File: config.mk
export PLATFORM = sky130hd
export DESIGN_NAME = cbus_arbiter
export DESIGN_NICKNAME = d
export VERILOG_FILES = /design/src/rtl/cbus_arbiter.sv
export SDC_FILE = /design/constraint.sdc
export NUM_CORES = 1
export LEC_CHECK = 0
export ABC_AREA = 1
export BUFFER_PORTS_ARGS = -buffer_cell sky130_fd_sc_hd__clkbuf_2
export CORE_AREA = 2 2 130 132
export CTS_CLUSTER_DIAMETER = 150
export CTS_CLUSTER_SIZE = 40
export DETAILED_ROUTE_END_ITERATION = 16
export DIE_AREA = 0 0 132 134
export PLACE_DENSITY = 0.43
export SYNTH_ARGS = -nofsm -noshare
export SYNTH_HDL_FRONTEND = slang
export SYNTH_SLANG_ARGS = --single-unit
File: constraint.sdc
create_clock -name clk -period 1.71 [get_ports clk]
set_clock_uncertainty 0.2 [all_clocks]
set_input_delay 0.171 -clock clk [delete_from_list [all_inputs] [get_ports clk]]
set_output_delay 0.171 -clock clk [all_outputs]
set_load 0.05 [all_outputs]
File: src/rtl/cbus_arbiter.sv
// N-channel cached-bus arbiter: merges upstream request ports onto one
// downstream cbus port with fixed-priority or round-robin selection and a
// grant held for the whole burst.
module cbus_arbiter #(
  parameter int unsigned N_CH   = 2,
  parameter int unsigned ADDR_W = 32,
  parameter int unsigned DATA_W = 32,
  parameter int unsigned LEN_W  = 4,
  parameter int unsigned RR_EN  = 1
) (
  input  logic                                         clk,
  input  logic                                         reset,
  input  logic [N_CH-1:0]                              ireq_valid,
  input  logic [N_CH-1:0]                              ireq_is_write,
  input  logic [3*N_CH-1:0]                            ireq_size,
  input  logic [ADDR_W*N_CH-1:0]                       ireq_addr,
  input  logic [(DATA_W/8)*N_CH-1:0]                   ireq_strobe,
  input  logic [DATA_W*N_CH-1:0]                       ireq_data,
  input  logic [LEN_W*N_CH-1:0]                        ireq_len,
  output logic [N_CH-1:0]                              iresp_ready,
  output logic [N_CH-1:0]                              iresp_last,
  output logic [DATA_W*N_CH-1:0]                       iresp_data,
  output logic                                         oreq_valid,
  output logic                                         oreq_is_write,
  output logic [2:0]                                   oreq_size,
  output logic [ADDR_W-1:0]                            oreq_addr,
  output logic [DATA_W/8-1:0]                          oreq_strobe,
  output logic [DATA_W-1:0]                            oreq_data,
  output logic [LEN_W-1:0]                             oreq_len,
  input  logic                                         oresp_ready,
  input  logic                                         oresp_last,
  input  logic [DATA_W-1:0]                            oresp_data,
  output logic                                         busy,
  output logic [((N_CH > 1) ? $clog2(N_CH) : 1)-1:0]   grant_idx,
  output logic                                         proto_err
);

  localparam int unsigned IDX_W  = (N_CH > 1) ? $clog2(N_CH) : 1;
  localparam int unsigned STRB_W = DATA_W / 8;
  localparam int unsigned CNT_W  = LEN_W + 1;

  typedef enum logic [0:0] {IDLE = 1'b0, BUSY = 1'b1} state_t;

  state_t             state, state_d;
  logic [IDX_W-1:0]   grant_d;
  logic [IDX_W-1:0]   rr_ptr, rr_d;
  logic [LEN_W-1:0]   len_q, len_d;
  logic [CNT_W-1:0]   beat_cnt, cnt_d;
  logic               err_d;
  logic [IDX_W-1:0]   win_idx;
  logic               win_found;
  int unsigned        cand;
  logic               busy_st;

  // Per-channel views of the flattened request buses
  logic [2:0]         size_a [N_CH];
  logic [ADDR_W-1:0]  addr_a [N_CH];
  logic [STRB_W-1:0]  strb_a [N_CH];
  logic [DATA_W-1:0]  data_a [N_CH];
  logic [LEN_W-1:0]   len_a  [N_CH];

  assign busy_st = (state == BUSY);

  for (genvar g = 0; g < N_CH; g++) begin : g_ch
    logic sel;
    assign size_a[g] = ireq_size[g*3 +: 3];
    assign addr_a[g] = ireq_addr[g*ADDR_W +: ADDR_W];
    assign strb_a[g] = ireq_strobe[g*STRB_W +: STRB_W];
    assign data_a[g] = ireq_data[g*DATA_W +: DATA_W];
    assign len_a[g]  = ireq_len[g*LEN_W +: LEN_W];
    // Downstream response reaches only the granted channel while busy
    assign sel                          = busy_st && (grant_idx == IDX_W'(g));
    assign iresp_ready[g]               = sel & oresp_ready;
    assign iresp_last[g]                = sel & oresp_last;
    assign iresp_data[g*DATA_W +: DATA_W] = sel ? oresp_data : '0;
  end

  // Downstream request mirrors the granted channel in BUSY, idles at zero
  assign oreq_valid    = busy_st & ireq_valid[grant_idx];
  assign oreq_is_write = busy_st & ireq_is_write[grant_idx];
  assign oreq_size     = busy_st ? size_a[grant_idx] : '0;
  assign oreq_addr     = busy_st ? addr_a[grant_idx] : '0;
  assign oreq_strobe   = busy_st ? strb_a[grant_idx] : '0;
  assign oreq_data     = busy_st ? data_a[grant_idx] : '0;
  assign oreq_len      = busy_st ? len_a[grant_idx]  : '0;
  assign busy          = busy_st;

  // Winner search: start at rr_ptr (round-robin) or at 0 (fixed priority)
  always_comb begin
    win_idx   = '0;
    win_found = 1'b0;
    cand      = 0;
    for (int unsigned i = 0; i < N_CH; i++) begin
      cand = (RR_EN != 0) ? (32'(rr_ptr) + i) : i;
      if (cand >= N_CH) cand = cand - N_CH;
      if (!win_found && ireq_valid[IDX_W'(cand)]) begin
        win_idx   = IDX_W'(cand);
        win_found = 1'b1;
      end
    end
  end

  // Next-state: grant in IDLE, count beats and release on last beat in BUSY
  always_comb begin
    state_d = state;
    grant_d = grant_idx;
    rr_d    = rr_ptr;
    len_d   = len_q;
    cnt_d   = beat_cnt;
    err_d   = proto_err;
    case (state)
      IDLE: begin
        if (|ireq_valid) begin
          grant_d = win_idx;
          len_d   = len_a[win_idx];
          state_d = BUSY;
        end
      end
      BUSY: begin
        if (oresp_ready) begin
          if (beat_cnt == ({1'b0, len_q} + CNT_W'(1))) err_d = 1'b1;
          if (beat_cnt != {CNT_W{1'b1}}) cnt_d = beat_cnt + CNT_W'(1);
          if (oresp_last) begin
            state_d = IDLE;
            cnt_d   = '0;
            rr_d    = (grant_idx == IDX_W'(N_CH - 1)) ? '0 : grant_idx + IDX_W'(1);
          end
        end
      end
      default: state_d = IDLE;
    endcase
  end

  // State registers with synchronous reset
  always_ff @(posedge clk) begin
    if (reset) begin
      state     <= IDLE;
      grant_idx <= '0;
      rr_ptr    <= '0;
      len_q     <= '0;
      beat_cnt  <= '0;
      proto_err <= 1'b0;
    end else begin
      state     <= state_d;
      grant_idx <= grant_d;
      rr_ptr    <= rr_d;
      len_q     <= len_d;
      beat_cnt  <= cnt_d;
      proto_err <= err_d;
    end
  end

endmodule

==> metrics.md, run 1 <==
| Metric | Value |
|---|---|
| Status | `complete, but fails checks` |
| Failing checks | `negative setup slack` |
| Sequential Power Share | `0.096` |
| Post-synth cell types | `26` |
| Clock network power share | `0.123` |
| Setup crit end kind | `primary output` |
| Crit path kind | `reg -> out` |
| Clk sinks | `13` |
| Routed via count | `4397` |
| Critical-path maximum fanout | `12` |
| Initial antenna violation count | `1` |
| FILL cells | `1533` |
| Sw frac | `0.4948` |
| Instance count on the critical path | `5` |
| Max stage delay on crit path | `0.38 ns` |
| Crit. Startpoint | `grant_idx$_SDFFE_PP0P_` |
| Hold Path Class | `in -> reg` |
| CP Capture Point | `oreq_data[31]` |
| Critical Path Slowest Stage Cell | `dfxtp_4` |
| Clk buf depth | `2` |
| Post-route insts no fill | `1051` |
| Post-Syn Instances | `472` |
| WP buf/inv | `3` |
| Syn avg cell area | `4.782 um2` |
| Critical Path Start Type | `flip-flop` |
| Root Driver | `clkbuf_16` |
| Core area | `16290 um2` |
| Rel. slew slack | `0.7576` |
| Synth area leaders | `nand2_1 29%, a21oi_1 18%, nor2_1 13%` |
| Number of setup violations in the final report | `108` |
| Clock slew at reported path FFs | `0.04 ns` |
| Die width | `132 um` |
| Post-DR vias/cell | `4.184` |
| Register area share after synthesis | `0.1153` |
| RR Endpoint | `beat_cnt[3]$_SDFFE_PP0P_` |
| Gr ovfl total | `0` |
| Int Power | `1.836 mW` |
| DRT Pass-1 Iters | `6` |
| Main synth FF type | `dfxtp_1` |
| CTS Buf Count | `3` |
| Synth top area share | `0.2910` |
| Post-synth EDFFs | `0` |
| Most common cell after layout, fill and taps aside | `clkbuf_2` |
| Post-DRT Antenna Nets | `0` |
| Remaining DRCs | `0` |
| Post-Syn Area | `2257 um2` |
| Fmax | `0.5613 GHz` |
| Worst Setup Slack, final | `-0.07171 ns` |
| Placer Congestion | `0.7977` |
| Most frequent cells in the layout | `191 x clkbuf_2, 147 x nand2_1, 100 x buf_8, 68 x nor2_4, 66 x a21oi_4` |
| H-tree lvl count | `1` |
| Power per cell area | `452.4 nW/um2` |
| WL/cell | `16.35 um` |
| Lkg Pwr | `3.600 nW` |
| Final WL | `17190 um` |
| Top delay family on crit path | `buffers and inverters` |
| Total die area | `17690 um2` |
| # rows | `47` |
| CP cell instances | `buf_12 -> buf_16 -> nand2_1 -> a21oi_4 -> buf_12` |
| Max-slew violations | `0` |
| Share of cells above drive strength 1 | `0.6976` |
| Hold_buf cts | `0` |
| HPWL after DPL | `12590 um` |
| Starting DRT DRC Count | `124` |
| Slew @ Worst Pin | `0.3632 ns` |
| Final period util | `1.042` |
| Arrival time worst endpoint | `1.41 ns` |
| R2R setup slack | `0.12 ns` |
| Ys async rst share | `0` |
| Hold Violations, Final | `0` |
| First-pass GRT wire length | `25790 um` |
| IO buf count | `337` |
| GRT Resource Usage Total | `0.1819` |
| Max Cap Viol | `0` |
| Vias in the first global route | `4628` |
| Cells after DPL | `1028` |
| R2R depth | `9` |
| Mapped Nets | `665` |
| Psw | `1.799 mW` |
| Largest net degree at the start of global routing | `27` |
| Num ports | `338` |
| Synth Register Bits | `13` |
| Required time of the critical path | `1.34 ns` |
| Die Y | `134 um` |
| Peak supply drop | `0.0002126 V` |
| # nets final | `1024` |
| CTS tree | `yes` |
| Clk_lat worst skew | `0.24 ns` |
| Area leader, netlist | `nand2_1` |
| Most frequent CP cell | `buf_12` |
| Storage element area | `270.3 um2` |
| Multi-input logic area | `3069 um2` |
| Synth warn | `0` |
| Min Clock Period, post-route | `1.782 ns` |
| Starting density of the core | `0.1386` |
| Layout area overhead | `256.0%` |
| RSZ-0062 raised after global routing | `true` |
| Pwr Total | `3.635 mW` |
| Reg-to-Reg Start | `beat_cnt[0]$_SDFFE_PP0P_` |
| Comb power frac | `0.782` |
==> worst min path at each step <==
stage                             endpoint  depth (start not counted)              startpoint  slack (ns)
floorplan           grant_idx$_SDFFE_PP0P_                          1                   reset        0.03
global placement    proto_err$_SDFFE_PP0P_                          2  proto_err$_SDFFE_PP0P_        0.24
detailed placement  proto_err$_SDFFE_PP0P_                          2  proto_err$_SDFFE_PP0P_        0.25
CTS                 grant_idx$_SDFFE_PP0P_                          2                   reset        0.01
global route         len_q[2]$_SDFFE_PP0P_                          2                   reset        0.02
finish              grant_idx$_SDFFE_PP0P_                          2                   reset       0.006
==> synth_stat cells (all sizes together) (2+ instances only) <==
cell type	instances
or2	2
dfxtp	13
nand3	9
o211ai	2
a21oi	83
o21ai	10
clkbuf	8
buf	24
nor2	77
inv	56
nor3	2
a211oi	2
ha	3
nand2	176
==> per-layer routing <==
metal	vias to the layer above	wire (um)	share of wire	track usage
li1	2181	-	-	-
met1	1995	6489	0.38	0.2128
met2	214	9277	0.54	0.3452
met3	7	1332	0.078	0.04157
met4	0	85	0.0049	0.02355
met5	-	0	0	0
==> kinds of logic after synthesis <==
| family | synth area share |
|---|---|
| XOR/XNOR | 0.003881 |
| buffers and inverters | 0.1691 |
| AND/OR/NAND/NOR | 0.4568 |
| AO/OA/AOI/OAI | 0.2384 |
| flip-flops | 0.1153 |
| adder cells (fa/ha/maj) | 0.01663 |
==> area by class of cell <==
class	instances	share of cell area
Sequential cell	13	0.03363
Clock buffer	4	0.009810
Timing Repair Buffer	386	0.5123
Antenna cell	1	0.0003114
Tap cell	220	0.03426
Multi-Input combinational cell	371	0.3820
Inverter	56	0.02772
==> timing repair <==
action | 4_1_cts | 5_1_grt
hold endpoints to repair | 0 | 0
gates cloned | 6 | 6
pin swaps | 13 | 11
resized for setup | 245 | 147
endpoints found under the setup margin | 140 | 150
setup buffers | 5 | 1
==> state kept, by name (all words and copies together) (netlist names) <==
name       cells
beat_cnt       5
len_q          4
busy           1
grant_idx      1
proto_err      1
rr_ptr         1
==> power groups by stage <==
| stage | Clock, mW | Sequential [mW] | Combinational (mW) |
|---|---|---|---|
| finish | 0.446 | 0.347 | 2.84 |
| global route | 0.471 | 0.351 | 2.98 |
| CTS | 0.451 | 0.344 | 2.67 |
| detailed placement | 0 | 0.351 | 2.30 |
| global placement | 0 | 0.351 | 2.31 |
| floorplan | 0 | 0.355 | 1.49 |
==> stage by stage <==
step           hold slack [ns]  setup WS [ns]  utilization  setup TNS (ns)  cell area (um2)
2_1_floorplan          0.03036        -0.1040            -          -7.664             3537
3_3_place_gp            0.2399       -0.01768       0.3813        -0.01768             6211
3_5_place_dp            0.2475       -0.03927       0.3813        -0.09094             6211
4_1_cts               0.009704       -0.08698       0.4652          -4.264             7579
5_1_grt                0.01813        -0.1276       0.4933          -10.76             8035
6_report              0.005997       -0.07171       0.4933          -3.098             8035
Power figures use the tool's default switching activity.
==> run 2: changes to the inputs <==
- REMOVE_ABC_BUFFERS: not set -> 1
==> run 2 against run 1 <==
The flow still finishes with violations (negative setup slack). Combinational power down 8.5%. Sequential cell count unchanged. Global-route usage is 1.4 points lower. Non-clock buffer count fell by 14. Routed wire length shrank 3.4%. Clock power fell by 0.9%. Worst setup slack got worse by 0.012 ns. Fmax down 0.66%. Cell area shrank 11%. Cell count decreased by 1.3%. Critical endpoint is now iresp_data[61].
==> metrics.md, run 2 (synthesis gave the netlist of run 1 again) <==
| Metric | Value |
|---|---|
| Setup crit end kind | `primary output` |
| Vias in the first global route | `4460` |
| Min-delay src | `ireq_len[6]` |
| Setup tns final | `-3.065 ns` |
| IO buf count | `337` |
| Clk sinks | `13` |
| Crit. Startpoint | `grant_idx$_SDFFE_PP0P_` |
| Final WL | `16610 um` |
| Layout area overhead | `216.0%` |
| Status | `complete, but fails checks` |
| FILL cells | `1569` |
| Sequential Power Share | `0.102` |
| RSZ-0062 raised after global routing | `true` |
| Crit path kind | `reg -> out` |
| Hold Violations, Final | `0` |
| Critical Path Start Type | `flip-flop` |
| WL/cell | `16.01 um` |
| Number of setup violations in the final report | `89` |
| Failing checks | `negative setup slack` |
| Min Clock Period, post-route | `1.794 ns` |
| GRT Resource Usage Total | `0.1683` |
| Initial antenna violation count | `1` |
| Fmax | `0.5576 GHz` |
| Top delay family on crit path | `buffers and inverters` |
| Routed via count | `4390` |
| Total die area | `17690 um2` |
| Slew @ Worst Pin | `0.2990 ns` |
| CP Capture Point | `iresp_data[61]` |
| WP buf/inv | `3` |
| Largest net degree at the start of global routing | `33` |
| R2R setup slack | `0.08 ns` |
| Hold Path Class | `in -> reg` |
| Most common cell after layout, fill and taps aside | `clkbuf_2` |
| Clock slew at reported path FFs | `0.05 ns` |
| Psw | `1.639 mW` |
| Reg-to-Reg Start | `beat_cnt[0]$_SDFFE_PP0P_` |
| Num ports | `338` |
| Clock network power share | `0.131` |
| Max Cap Viol | `0` |
| Comb power frac | `0.768` |
| Core area | `16290 um2` |
| Required time of the critical path | `1.34 ns` |
| Die Y | `134 um` |
| Min Hold Slack | `0.06712 ns` |
| Final instance area | `7132 um2` |
| Critical-path maximum fanout | `32` |
| Post-DRT Antenna Nets | `0` |
| Rel. slew slack | `0.8015` |
| Sw frac | `0.4839` |
| CP cell instances | `buf_6 -> nand2_4 -> buf_12 -> nor2_2 -> buf_8` |
| Root Driver | `clkbuf_16` |
| H-tree lvl count | `1` |
| DRT Pass-1 Iters | `4` |
| RR Endpoint | `beat_cnt[2]$_SDFFE_PP0P_` |
| Max FFs per register | `5` |
| Peak supply drop | `0.0002572 V` |
| Clk buf depth | `2` |
| Die width | `132 um` |
| Arrival time worst endpoint | `1.42 ns` |
| CTS Buf Count | `3` |
| First-pass GRT wire length | `23940 um` |
| CTS tree | `yes` |
| Int Power | `1.748 mW` |
| Max stage delay on crit path | `0.44 ns` |
| DP Area | `5275 um2` |
| Final period util | `1.049` |
| # rows | `47` |
| Top reg by flops | `beat_cnt` |
| Remaining DRCs | `0` |
| Placer Congestion | `0.8742` |
| Max-slew violations | `0` |
| Instance count on the critical path | `5` |
| Clk_lat worst skew | `0.24 ns` |
| Starting DRT DRC Count | `137` |
| Starting density of the core | `0.1386` |
| Top flop regs | `beat_cnt: 5 flops, len_q: 4 flops` |
| Gr ovfl total | `0` |
| Critical Path Slowest Stage Cell | `dfxtp_4` |
| R2R depth | `8` |
| HPWL after DPL | `11270 um` |
| Lkg Pwr | `3.421 nW` |
| Post-DR vias/cell | `4.233` |
| Share of cells above drive strength 1 | `0.6703` |
| Worst Setup Slack, final | `-0.08353 ns` |
| Power per cell area | `474.9 nW/um2` |
| # nets final | `1010` |
| Most frequent cells in the layout | `192 x clkbuf_2, 153 x nand2_1, 75 x buf_12, 60 x a21oi_2, 56 x buf_8` |
[run 2: cell count changes in the layout (fill, tap and decap cells not counted), moves of 6 or more]
cell,delta
nor2_1,+10
buf_12,+29
nand2_1,+6
buf_4,-7
nor2_2,+51
buf_6,+6
a21oi_4,-52
buf_8,-44
a21oi_2,+51
nor2_4,-61
[run 2: timing repair]
action | 4_1_cts | 5_1_grt
buffers inserted | 1 | 1
cloned | 6 | 5
hold endpoints to repair | 3 | 0
pin swaps | 14 | 13
resized for setup | 299 | 138
endpoints found under the setup margin | 146 | 149
hold buffers | 1 | 0
[run 2: cell type report]
| class | instances | area, um2 | share of cell area |
|---|---|---|---|
| Timing Repair Buffer | 372 | 4000 | 0.5609 |
| Multi-Input combinational cell | 371 | 2282 | 0.3200 |
| Tap cell | 220 | 275.3 | 0.03860 |
| Sequential cell | 13 | 265.3 | 0.03719 |
| Inverter | 56 | 227.7 | 0.03193 |
| Clock buffer | 4 | 78.83 | 0.01105 |
| Antenna cell | 1 | 2.502 | 0.0003509 |
[run 2: metrics by stage]
step | worst slack (ns) | utilization | instances | power, mW
2_1_floorplan | -3.058 | - | 440 | 1.428
3_3_place_gp | -0.01559 | 0.3238 | 1020 | 2.390
3_5_place_dp | 0.01008 | 0.3238 | 1020 | 2.384
4_1_cts | -0.07927 | 0.4121 | 1032 | 3.234
5_1_grt | -0.1146 | 0.4378 | 1037 | 3.549
6_report | -0.08353 | 0.4378 | 1037 | 3.387
[run 2: power groups by stage]
stage,Combinational [mW],Sequential (mW),Clock [mW]
floorplan,1.05,0.378,0
global placement,2.05,0.345,0
detailed placement,2.04,0.346,0
CTS,2.44,0.342,0.448
global route,2.73,0.347,0.473
finish,2.60,0.344,0.442
[run 2: routing by layer]
metal	part of all wire	wire length [um]	track usage
met1	0.37	6078	0.1757
met2	0.53	8875	0.3278
met3	0.079	1313	0.04762
met4	0.020	339	0.04529
met5	0	0	0
[run 2: how the worst min path moves through the flow]
stage	end	slack (ns)	cells past startpoint
after floorplan	grant_idx$_SDFFE_PP0P_	0.04	1
after global placement	proto_err$_SDFFE_PP0P_	0.24	2
after detailed placement	rr_ptr$_SDFFE_PP0P_	0.24	2
after CTS	len_q[2]$_SDFFE_PP0P_	0.07	3
after global routing	len_q[2]$_SDFFE_PP0P_	0.08	3
final	len_q[2]$_SDFFE_PP0P_	0.07	3
[run 2: tightest hold or removal path, delay by kind of cell]
kind,cells,cell delay (ns)
AOI/OAI and AO/OA,2,0.21
buffers and inverters,1,0.09
==> run 3: changes to the inputs <==
- MAX_ROUTING_LAYER: not set -> met4
==> run 3 against run 2 <==
The flow still finishes with violations (negative setup slack). Critical path depth unchanged. Fmax up 0.26%. Utilization decreased by 0.11 points. Power shrank 0.22%. Critical endpoint is now iresp_data[32]. Largest cell class unchanged.
==> metrics.md, run 3 (synthesis gave the netlist of run 1 again) <==
| Metric | Value |
|---|---|
| First-pass GRT wire length | `23860 um` |
| Total die area | `17690 um2` |
| Cells after DPL | `1020` |
| Num ports | `338` |
| HPWL after DPL | `11270 um` |
| Clock slew at reported path FFs | `0.05 ns` |
| # nets final | `1010` |
| Critical Path Start Type | `flip-flop` |
| GRT Resource Usage Total | `0.1731` |
| Min Clock Period, post-route | `1.789 ns` |
| Number of setup violations in the final report | `91` |
| FILL cells | `1572` |
| Starting density of the core | `0.1386` |
| CTS tree | `yes` |
| Post-DRT Antenna Nets | `0` |
| Final period util | `1.046` |
| Clk buf depth | `2` |
| Max-slew violations | `0` |
| Top flop regs | `beat_cnt: 5 flops, len_q: 4 flops` |
| RSZ-0062 raised after global routing | `true` |
| Starting DRT DRC Count | `120` |
| Largest net degree at the start of global routing | `33` |
| DRT Pass-1 Iters | `4` |
| Critical-path maximum fanout | `32` |
| Required time of the critical path | `1.34 ns` |
| Remaining DRCs | `0` |
| Root Driver | `clkbuf_16` |
| Max Cap Viol | `0` |
| Arrival time worst endpoint | `1.42 ns` |
| Fmax | `0.5590 GHz` |
| Post-DR vias/cell | `4.207` |
| H-tree lvl count | `1` |
| Share of cells above drive strength 1 | `0.6691` |
| CP cell instances | `buf_6 -> nand2_4 -> buf_12 -> nor2_1 -> clkbuf_8` |
| CTS Buf Count | `3` |
| Rel. slew slack | `0.8011` |
| Top reg by flops | `beat_cnt` |
| Max stage delay on crit path | `0.44 ns` |
| Hold Violations, Final | `0` |
| Pwr Total | `3.379 mW` |
| Clk sinks | `13` |
| Max FFs per register | `5` |
| Vias in the first global route | `4478` |
| Final WL | `16570 um` |
| Crit path kind | `reg -> out` |
| Min Hold Slack | `0.06680 ns` |
| WL/cell | `15.98 um` |
| Die Y | `134 um` |
| Gr ovfl total | `0` |
| Lkg Pwr | `3.418 nW` |
| Peak supply drop | `0.0002568 V` |
| Post-route insts no fill | `1037` |
| Clk_lat worst skew | `0.24 ns` |
| Most common cell after layout, fill and taps aside | `clkbuf_2` |
| IO buf count | `337` |
| Slew @ Worst Pin | `0.2996 ns` |
| Placer Congestion | `0.8885` |
| Hold Path Class | `in -> reg` |
| Failing checks | `negative setup slack` |
| Die width | `132 um` |
| Critical Path Slowest Stage Cell | `dfxtp_4` |
| Routed via count | `4363` |
| Status | `complete, but fails checks` |
| Setup crit end kind | `primary output` |
| Worst Setup Slack, final | `-0.07895 ns` |
| Core area | `16290 um2` |
| Layout area overhead | `215.2%` |
| Power per cell area | `475.0 nW/um2` |
| Initial antenna violation count | `1` |
| # rows | `47` |
| Most frequent cells in the layout | `192 x clkbuf_2, 152 x nand2_1, 75 x buf_12, 59 x a21oi_2, 54 x buf_8` |
## run 3: cell types whose count changed in the layout (fill, tap and decap cells not counted), sizes merged
cell,delta
buf,-2
clkbuf,+2
## run 3: area by class of cell
| cell class | instances | area [um2] | area share |
|---|---|---|---|
| diodes | 1 | 2.502 | 0.0003517 |
| repair buffers | 372 | 3986 | 0.5603 |
| flip-flops and latches | 13 | 265.3 | 0.03728 |
| clock buffers | 4 | 78.83 | 0.01108 |
| multi-input cells | 371 | 2278 | 0.3203 |
| inverters | 56 | 227.7 | 0.03201 |
| well taps | 220 | 275.3 | 0.03869 |
## run 3: worst paths after layout
| path | depth (start not counted) | end | slack, ns | from |
|---|---|---|---|---|
| worst max-delay path | 5 | iresp_data[32] | -0.08 | grant_idx$_SDFFE_PP0P_ |
| worst min-delay path | 3 | len_q[2]$_SDFFE_PP0P_ | 0.07 | ireq_len[6] |
| worst max register to register | 8 | beat_cnt[2]$_SDFFE_PP0P_ | 0.08 | beat_cnt[0]$_SDFFE_PP0P_ |
| worst min register to register | 2 | proto_err$_SDFFE_PP0P_ | 0.25 | proto_err$_SDFFE_PP0P_ |
## run 3: repair_timing
action | 4_1_cts | 5_1_grt
pin swaps | 14 | 13
setup buffers | 1 | 1
hold endpoints to repair | 3 | 0
setup endpoints to repair | 146 | 149
hold buffers | 1 | 0
gates resized for setup | 299 | 132
gates cloned | 6 | 5
## run 3: metal layers
| layer | GRT usage | wire length, um | vias up |
|---|---|---|---|
| met2 | 0.3278 | 8879 | 239 |
| li1 | - | - | 2154 |
| met5 | - | 0 | - |
| met4 | 0.04589 | 300 | 0 |
| met1 | 0.1802 | 6214 | 1952 |
| met3 | 0.03893 | 1173 | 18 |
## run 3: worst max-delay path: cells and delay by family, from the launching register on
| kind | cells | cell delay (ns) |
|---|---|---|
| simple gates | 2 | 0.19 |
| flops | 1 | 0.44 |
| buf+inv | 3 | 0.52 |
## run 3: where the power goes
group	switching, mW	internal [mW]	total [mW]	leakage (nW)
combinational	1.49	1.11	2.59	3.27
clock	0.128	0.314	0.442	0.0382
sequential	0.0213	0.323	0.344	0.108
total	1.64	1.74	3.38	3.42
## run 3: per-stage QoR
step	cell area, um2	TNS (ns)	utilization	worst slack [ns]
2_1_floorplan	2086	-340.08	-	-3.058
3_3_place_gp	5275	-0.01559	0.3238	-0.01559
3_5_place_dp	5275	0	0.3238	0.01008
6_report	7114	-3.002	0.4367	-0.07895
4_1_cts	6713	-3.115	0.4121	-0.07927
5_1_grt	7114	-9.332	0.4367	-0.1132
